[config.mk]
export PLATFORM = sky130hd
export DESIGN_NAME = keyed_access_ctrl
export DESIGN_NICKNAME = d
export VERILOG_FILES = /design/src/rtl/keyed_access_ctrl.sv
export SDC_FILE = /design/constraint.sdc
export NUM_CORES = 1
export LEC_CHECK = 0
export BUFFER_PORTS_ARGS = -buffer_cell sky130_fd_sc_hd__buf_2
export CORE_UTILIZATION = 30
export DETAILED_ROUTE_END_ITERATION = 10
export PLACE_DENSITY_LB_ADDON = 0.12
export SLEW_MARGIN = 5
export SYNTH_ARGS = -nofsm -noshare
export SYNTH_HDL_FRONTEND = slang
export SYNTH_SLANG_ARGS = --single-unit
[constraint.sdc]
create_clock -name Clk -period 2 [get_ports Clk]
set_input_delay 0.1 -clock Clk [delete_from_list [all_inputs] [get_ports Clk]]
set_output_delay 0.1 -clock Clk [all_outputs]
set_load 0.05 [all_outputs]
[src/rtl/keyed_access_ctrl.sv]
// keyed_access_ctrl: serial-key unlock followed by a one-command-at-a-time flow sequencer.
// Optional macro LOCKOUT_EN: lock the key decoder after MAX_FAIL consecutive key mismatches.
//
// Key decoder
//   state      | meaning
//   KS_KEY     | collecting key bits, keyIdx = next bit to compare
//   KS_MODESEL | key matched, next ValidCmd selects Mode
//   KS_ACTIVE  | unlocked, sticky until Reset
// Flow FSM
//   state      | meaning
//   FS_IDLE    | waiting for a command (only while unlocked)
//   FS_RD_MEM  | memory read strobe
//   FS_WR_MEM  | memory write strobe
//   FS_SAMPLE  | operand/result sampling
//   FS_TX      | transfer running, waits for TransferDone or timeout

module keyed_access_ctrl #(
    parameter int                 KEY_LEN     = 4,
    parameter logic [KEY_LEN-1:0] KEY_PATTERN = 4'b0101,
    parameter int                 TIMEOUT     = 255,
    parameter int                 MAX_FAIL    = 3
) (
    input  logic Clk,
    input  logic Reset,
    input  logic ValidCmd,
    input  logic InputKey,
    input  logic RW,
    input  logic TransferDone,
    output logic Active,
    output logic Mode,
    output logic Busy,
    output logic AccessMem,
    output logic RWMem,
    output logic SampleData,
    output logic TransferData,
    output logic KeyError,
    output logic TxTimeout,
    output logic KeyLocked
);

    localparam int IW = (KEY_LEN > 1) ? $clog2(KEY_LEN) : 1;
    localparam int CW = (TIMEOUT > 0) ? $clog2(TIMEOUT + 1) : 1;
    localparam logic [IW-1:0] IDX_LAST = IW'(KEY_LEN - 1);
    localparam logic [CW-1:0] TX_LAST  = (TIMEOUT > 0) ? CW'(TIMEOUT - 1) : '0;

    generate
        if (KEY_LEN < 1 || MAX_FAIL < 1) begin : gBadParams
            $error("keyed_access_ctrl: KEY_LEN and MAX_FAIL must be >= 1");
        end
    endgenerate

    typedef enum logic [1:0] {
        KS_KEY,
        KS_MODESEL,
        KS_ACTIVE
    } keyState_t;

    typedef enum logic [2:0] {
        FS_IDLE,
        FS_RD_MEM,
        FS_WR_MEM,
        FS_SAMPLE,
        FS_TX
    } flowState_t;

    keyState_t       keyState, keyNxt;
    logic [IW-1:0]   keyIdx, idxNxt;
    logic            modeReg, modeNxt;
    logic            keyErrReg, keyErrNxt;
    logic            keyLockedInt;
    logic            decodeEn;

    flowState_t      flowState, flowNxt;
    logic [CW-1:0]   txCnt, txCntNxt;
    logic            txToReg, txToNxt;

`ifdef LOCKOUT_EN
    localparam int FW = $clog2(MAX_FAIL + 1);
    logic [FW-1:0]   failCnt, failCntNxt;
    logic            lockReg, lockNxt;

    assign keyLockedInt = lockReg;
`else
    assign keyLockedInt = 1'b0;
`endif

    // A locked decoder behaves as if ValidCmd never arrives.
    assign decodeEn = ValidCmd & ~keyLockedInt;

    always_comb begin
        keyNxt    = keyState;
        idxNxt    = keyIdx;
        modeNxt   = modeReg;
        keyErrNxt = 1'b0;
`ifdef LOCKOUT_EN
        failCntNxt = failCnt;
        lockNxt    = lockReg;
`endif
        case (keyState)
            KS_KEY: begin
                if (decodeEn) begin
                    if (InputKey == KEY_PATTERN[keyIdx]) begin
                        if (keyIdx == IDX_LAST) begin
                            keyNxt = KS_MODESEL;
                            idxNxt = '0;
`ifdef LOCKOUT_EN
                            failCntNxt = '0;
`endif
                        end else begin
                            idxNxt = keyIdx + IW'(1);
                        end
                    end else begin
                        idxNxt    = '0;
                        keyErrNxt = 1'b1;
`ifdef LOCKOUT_EN
                        failCntNxt = failCnt + FW'(1);
                        if (failCnt == FW'(MAX_FAIL - 1)) lockNxt = 1'b1;
`endif
                    end
                end
            end
            KS_MODESEL: begin
                if (decodeEn) begin
                    modeNxt = InputKey;
                    keyNxt  = KS_ACTIVE;
                end
            end
            default: ;
        endcase
    end

    always_comb begin
        flowNxt  = flowState;
        txCntNxt = txCnt;
        txToNxt  = 1'b0;
        case (flowState)
            FS_IDLE: begin
                if (ValidCmd && keyState == KS_ACTIVE) begin
                    if (modeReg) flowNxt = RW ? FS_WR_MEM : FS_RD_MEM;
                    else         flowNxt = FS_SAMPLE;
                end
            end
            FS_RD_MEM: flowNxt = FS_SAMPLE;
            FS_WR_MEM: flowNxt = FS_IDLE;
            FS_SAMPLE: flowNxt = FS_TX;
            FS_TX: begin
                // TransferDone is checked before the timeout so a late completion still wins.
                if (TransferDone) begin
                    flowNxt  = FS_IDLE;
                    txCntNxt = '0;
                end else if (TIMEOUT != 0 && txCnt == TX_LAST) begin
                    flowNxt  = FS_IDLE;
                    txCntNxt = '0;
                    txToNxt  = 1'b1;
                end else if (txCnt != '1) begin
                    txCntNxt = txCnt + CW'(1);
                end
            end
            default: flowNxt = FS_IDLE;
        endcase
    end

    always_ff @(posedge Clk) begin
        if (Reset) begin
            keyState  <= KS_KEY;
            keyIdx    <= '0;
            modeReg   <= 1'b0;
            keyErrReg <= 1'b0;
            flowState <= FS_IDLE;
            txCnt     <= '0;
            txToReg   <= 1'b0;
`ifdef LOCKOUT_EN
            failCnt   <= '0;
            lockReg   <= 1'b0;
`endif
        end else begin
            keyState  <= keyNxt;
            keyIdx    <= idxNxt;
            modeReg   <= modeNxt;
            keyErrReg <= keyErrNxt;
            flowState <= flowNxt;
            txCnt     <= txCntNxt;
            txToReg   <= txToNxt;
`ifdef LOCKOUT_EN
            failCnt   <= failCntNxt;
            lockReg   <= lockNxt;
`endif
        end
    end

    assign Active       = (keyState == KS_ACTIVE);
    assign Mode         = modeReg;
    assign Busy         = (flowState != FS_IDLE);
    assign AccessMem    = (flowState == FS_RD_MEM) || (flowState == FS_WR_MEM);
    assign RWMem        = (flowState == FS_WR_MEM);
    assign SampleData   = (flowState == FS_SAMPLE);
    assign TransferData = (flowState == FS_TX);
    assign KeyError     = keyErrReg;
    assign TxTimeout    = txToReg;
    assign KeyLocked    = keyLockedInt;

endmodule
==> impl_metrics.json, run 1 <==
{
  "status": "finished, final reports clean",
  "first_global_vias": 761,
  "required_ps": 2230,
  "grt-ovfl-total": 0,
  "setup-violations-final": 0,
  "floorplan.initialDensity_pct": 32.4,
  "gp_congestion": 0.803,
  "syn-cell-area_um2": 1000,
  "crit_path_max_fanout": 8,
  "numClockSinks": 18,
  "timing.critical_path.slowest_cell_delay_ps": 430,
  "placement_rows": 20,
  "seq_area_frac_synth_pct": 35.9,
  "detail_route.first_pass.iterations": 4,
  "wl_per_cell_um": 11.4,
  "post_synth.cell_area_avg_um2": 8.59,
  "die_width_um": 59.9,
  "grt_setup_unrepaired": "no",
  "topRoutingLayerUsed": "met4",
  "clk_transition_reported_paths_ps": 100,
  "syn_inst": 117,
  "fp.dieArea_um2": 3580,
  "hold_class": "input port to register",
  "grt_antenna_before_repair": 0,
  "cts_repair_resize_count": 0,
  "boundaryPins": 16,
  "flow.area_growth_from_synthesis_pct": 14.2,
  "path_depth": 5,
  "finalHoldViolCount": 0,
  "final_cell_mix": "18 x sky130_fd_sc_hd__dfxtp_1, 14 x sky130_fd_sc_hd__buf_2, 13 x sky130_fd_sc_hd__a21oi_1",
  "post-route-min-period_ps": 1720,
  "track_usage_pct": 12.6,
  "synth_seq_cells": 18,
  "cts_max_level": 1,
  "upper_clock_frequency_limit_mhz": 581,
  "hold_depth": 3,
  "drt-met1-wl_um": 1010,
  "grt_start_max_net_pins": 12,
  "skew_ps": 3.28,
  "detail_route.iter0.violations": 39,
  "cellLeakagePower_uw": 0.000471,
  "final_util_pct": 37.0,
  "power.ir.vdd_worst_mv": 0.402,
  "drv.max_cap_violation_count": 0,
  "worstRegToRegCells": 5,
  "grt_pass1_wl_um": 3370,
  "timing.final.max_slew_violations": 0,
  "worst-endpoint-arrival_ps": 1950,
  "drt.antenna.violating_nets": 0,
  "wl_met2_um": 901,
  "critPathMostFrequentCell": "sky130_fd_sc_hd__a21oi_1",
  "yosys_warnings": 0,
  "io_buffer_count": 14,
  "timing.critical_path.buf_inv": 0,
  "cts_made_buffers": 3,
  "p_total_uw": 759,
  "yosysTopAreaCellShare_pct": 35.9,
  "dr_total_vias": 863,
  "syn-num-nets": 128,
  "cts_post_setup_buffers_inserted": 0,
  "max-clock-path-buffers": 2,
  "yosysTopAreaCell": "sky130_fd_sc_hd__dfxtp_1",
  "critPathCaptureType": "register",
  "setup.worst_path.start_class": "register",
  "dpl.hpwl_um": 1510,
  "drcViolationCount": 0,
  "critical-path-top-delay-family": "compound AO/OA/AOI/OAI gates",
  "final_layout_size_suffix_gt1_share_pct": 18.3,
  "critPathKind": "register to register",
  "num-nets-final": 143,
  "synth_top_cells_by_area": "sky130_fd_sc_hd__dfxtp_1 36%, sky130_fd_sc_hd__a21oi_1 6.5%, sky130_fd_sc_hd__ha_1 6.2%",
  "diodes": 0,
  "power.density_cell_area_nw_per_um2": 662,
  "vias_per_cell": 4.93,
  "die_height_um": 59.9,
  "wl_met3_um": 65,
  "layout.cells.most_common": "sky130_fd_sc_hd__dfxtp_1",
  "fin_tns_setup_ps": 0,
  "layout_worst_path_cycle_share_pct": 86.0,
  "crit_path_cell_trace": "ha_1 -> or3_1 -> o32ai_4 -> a21oi_1 -> a21oi_1",
  "worst_skew_pair.late_latency_ps": 290,
  "critPathSlowestCell": "sky130_fd_sc_hd__or3_1",
  "hold_buffers": 0,
  "synth.lib_cells_used.distinct": 41,
  "finalHoldWorstSlack_ps": 74.2,
  "tritoncts": "built",
  "regToRegSetupSlack_ps": 280,
  "clock_tree_root_driver_cell": "sky130_fd_sc_hd__clkbuf_4",
  "totalWireLength_um": 1990,
  "core-area_um2": 3100
}
-- per-layer routing --
metal / vias up / track usage, %
li1: 437 / -
met1: 408 / 16.4
met2: 16 / 19.7
met3: 2 / 2.60
met4: 0 / 5.98
met5: - / 0
-- registers in the layout, indices dropped and copies added (netlist names) --
register and flops:
txCnt 8, flowState 3, keyIdx 2, KeyError 1
keyState 2, TxTimeout 1, Mode 1
-- layout make-up --
| type | count | area [µm²] |
|---|---|---|
| fillers | 357 | 1960 |
| multi-input cells | 85 | 584 |
| flip-flops and latches | 18 | 360 |
| repair buffers | 15 | 77.6 |
| well taps | 44 | 55.1 |
| clock buffers | 4 | 36.3 |
| inverters | 9 | 33.8 |
-- kinds of logic after synthesis --
logic type                 share of synthesized area, %
AOI/OAI and AO/OA                                  16.7
buffers and inverters                              5.98
DFF                                                35.9
muxes                                              3.99
and+or+nand+nor                                    29.1
adders and majority gates                          6.23
xor gates and xnor gates                           1.74
other                                             0.373
-- synth_stat cells, drive strengths merged --
cell / number
nand3: 8
a22oi: 1
o311a: 1
and4: 1
ha: 5
nand3b: 3
conb: 1
or3b: 1
nor3: 4
clkbuf: 2
nand4: 2
o21ai: 3
xor2: 1
nor4b: 1
nor2: 9
o21bai: 1
a21oi: 13
o22a: 1
dfxtp: 18
o32ai: 1
nand2: 9
nor2b: 1
o311ai: 1
and3b: 1
o31a: 1
xnor2: 1
o21a: 1
inv: 9
nor3b: 3
and3: 1
mux2i: 4
or2: 1
buf: 3
nand2b: 1
or3: 2
nor4: 1
-- worst register-to-register path, stage by stage, from the launching register on --
cell and delay (ps):
sky130_fd_sc_hd__dfxtp_1 380, sky130_fd_sc_hd__ha_1 240, sky130_fd_sc_hd__or3_1 430, sky130_fd_sc_hd__o32ai_4 380
sky130_fd_sc_hd__a21oi_1 80, sky130_fd_sc_hd__a21oi_1 150
-- stage by stage --
step / cell area [µm²] / setup WS (ps) / instances
after global routing: 1150 / 149 / 175
final: 1150 / 280 / 175
after global placement: 1110 / 363 / 171
after floorplan: 1000 / 265 / 117
after detailed placement: 1110 / 288 / 171
after CTS: 1150 / 275 / 175
-- path summary, 6_finish.rpt --
| check | start | end |
|---|---|---|
| worst max-delay path | txCnt[1] | txCnt[4] |
| worst min-delay path | InputKey | Mode |
| worst max register to register | txCnt[1] | txCnt[4] |
| worst min register to register | keyIdx[1] | keyIdx[1] |
-- power by group --
part	total, µW	leakage, µW	internal, µW	switching (µW)
clock	224	0.0000210	111	113
combinational	149	0.000304	42.3	107
sequential	387	0.000145	369	17.9
Note: power is estimated with default switching activity, not from simulation.
==> run 2: changes to the inputs <==
- clock period: 2 -> 2.1 ns (I/O delays scaled with it)
==> run 2 against run 1 <==
  * Combinational power is 5% lower
  * Sequential share of layout area stayed put
  * Via count is 0.58% higher
  * Global-route usage is 0.32 points higher
  * Clock skew is 3.4 ps higher
  * Sequential power is 5% lower
  * Count of clock-buffer cells in the layout stayed put
  * First-iteration DRC count stayed put
  * Wire length is 0.25% higher
==> impl_metrics.json, run 2 (same netlist as run 1, synthesis figures left out) <==
{
  "path_depth": 5,
  "gp_congestion": 0.803,
  "critPathKind": "register to register",
  "worst_skew_pair.late_latency_ps": 300,
  "totalWireLength_um": 2000,
  "tritoncts": "built",
  "io_buffer_count": 14,
  "cts_post_setup_buffers_inserted": 0,
  "required_ps": 2340,
  "reg.largest.list": "txCnt x8, flowState x3",
  "diodes": 0,
  "design_area_um2": 1150,
  "layout.filler_cells": 354,
  "die_height_um": 59.9,
  "clock_tree_root_driver_cell": "sky130_fd_sc_hd__clkbuf_4",
  "cts_repair_resize_count": 0,
  "setup.worst_path.start_class": "register",
  "layout.cells.most_common": "sky130_fd_sc_hd__dfxtp_1",
  "worstRegToRegCells": 5,
  "upper_clock_frequency_limit_mhz": 577,
  "grt_setup_unrepaired": "no",
  "detail_route.iter0.violations": 39,
  "critical-path-top-delay-family": "compound AO/OA/AOI/OAI gates",
  "track_usage_pct": 12.9,
  "die_width_um": 59.9,
  "post_dp_cell_area_um2": 1110,
  "grt_antenna_before_repair": 0,
  "post-route-min-period_ps": 1730,
  "placement_rows": 20,
  "timing.final.max_slew_violations": 0,
  "final_cell_mix": "18 x sky130_fd_sc_hd__dfxtp_1, 14 x sky130_fd_sc_hd__buf_2, 13 x sky130_fd_sc_hd__a21oi_1",
  "vias_per_cell": 4.96,
  "clk_transition_reported_paths_ps": 110,
  "first_global_vias": 762,
  "hold_buffers": 0,
  "grt-ovfl-total": 0,
  "dr_total_vias": 868,
  "cellLeakagePower_uw": 0.000471,
  "power.density_cell_area_nw_per_um2": 637,
  "critPathSlowestCell": "sky130_fd_sc_hd__or3_1",
  "largest_register_ffs": 8,
  "hold_class": "input port to register",
  "drcViolationCount": 0,
  "wl_per_cell_um": 11.4,
  "cts_made_buffers": 3,
  "fp.dieArea_um2": 3580,
  "numClockSinks": 18,
  "fin_tns_setup_ps": 0,
  "hold_depth": 3,
  "core-area_um2": 3100,
  "critPathMostFrequentCell": "sky130_fd_sc_hd__a21oi_1",
  "critPathCaptureType": "register",
  "drt.antenna.violating_nets": 0,
  "grt_start_max_net_pins": 12,
  "num-nets-final": 143,
  "layout_worst_path_cycle_share_pct": 82.6,
  "grt_pass1_wl_um": 3440,
  "timing.critical_path.buf_inv": 0,
  "worst-endpoint-arrival_ps": 1970,
  "skew_ps": 6.69,
  "final_layout_size_suffix_gt1_share_pct": 18.3,
  "setup-violations-final": 0,
  "crit_path_max_fanout": 8,
  "cts_max_level": 1,
  "drv.max_cap_violation_count": 0,
  "boundaryPins": 16,
  "power.ir.vdd_worst_mv": 0.262,
  "detail_route.first_pass.iterations": 4,
  "top_register": "txCnt",
  "finalHoldViolCount": 0,
  "floorplan.initialDensity_pct": 32.4,
  "dpl.hpwl_um": 1510,
  "crit_path_cell_trace": "ha_1 -> or3_1 -> o32ai_4 -> a21oi_1 -> a21oi_1",
  "status": "finished, final reports clean",
  "timing.critical_path.slowest_cell_delay_ps": 420,
  "flow.area_growth_from_synthesis_pct": 14.2,
  "max-clock-path-buffers": 2
}
==> run 2: worst paths after layout <==
path                  start         to  slack [ps]
setup reg to reg   txCnt[1]   txCnt[4]         370
hold / removal     InputKey       Mode          60
setup / recovery   txCnt[1]   txCnt[4]         370
hold reg to reg   keyIdx[1]  keyIdx[1]         510
==> run 2: per-layer routing <==
| metal | global-route usage (%) | vias up | wire length (µm) |
|---|---|---|---|
| met5 | 0 | - | 0 |
| met4 | 6.98 | 0 | 44 |
| met3 | 2.60 | 5 | 67 |
| met2 | 19.4 | 17 | 871 |
| met1 | 17.1 | 405 | 1010 |
| li1 | - | 441 | - |
==> run 2: layout make-up <==
| type | count | area, µm² | area share [%] |
|---|---|---|---|
| inverter | 9 | 33.8 | 2.94 |
| multi-input combinational | 85 | 584 | 50.9 |
| clock buffer | 4 | 36.3 | 3.16 |
| sequential | 18 | 360 | 31.4 |
| timing repair buffer | 15 | 77.6 | 6.76 |
| tap | 44 | 55.1 | 4.80 |
==> run 2: tightest hold or removal path: cells and delay by family <==
kind	cells	cell delay, ps
AND/OR/NAND/NOR	1	70
buffers and inverters	1	100
multiplexers	1	60
==> run 2: metrics by stage <==
stage                     std cells  util [%]  power (µW)  worst slack [ps]  hold slack (ps)
after CTS                       175      37.0         739               367             71.5
final                           175      37.0         731               366             63.7
after detailed placement        171      35.8         518               377              387
after floorplan                 117         -         492               360              249
after global routing            175      37.0         764               255              112
after global placement          171      35.8         517               463              383
==> run 2: power by group <==
group | internal [µW] | total (µW) | switching, µW | leakage (µW)
sequential | 351 | 368 | 17.1 | 0.000145
combinational | 40.3 | 142 | 102 | 0.000304
clock | 106 | 221 | 115 | 0.0000210
total | 497 | 731 | 234 | 0.000471
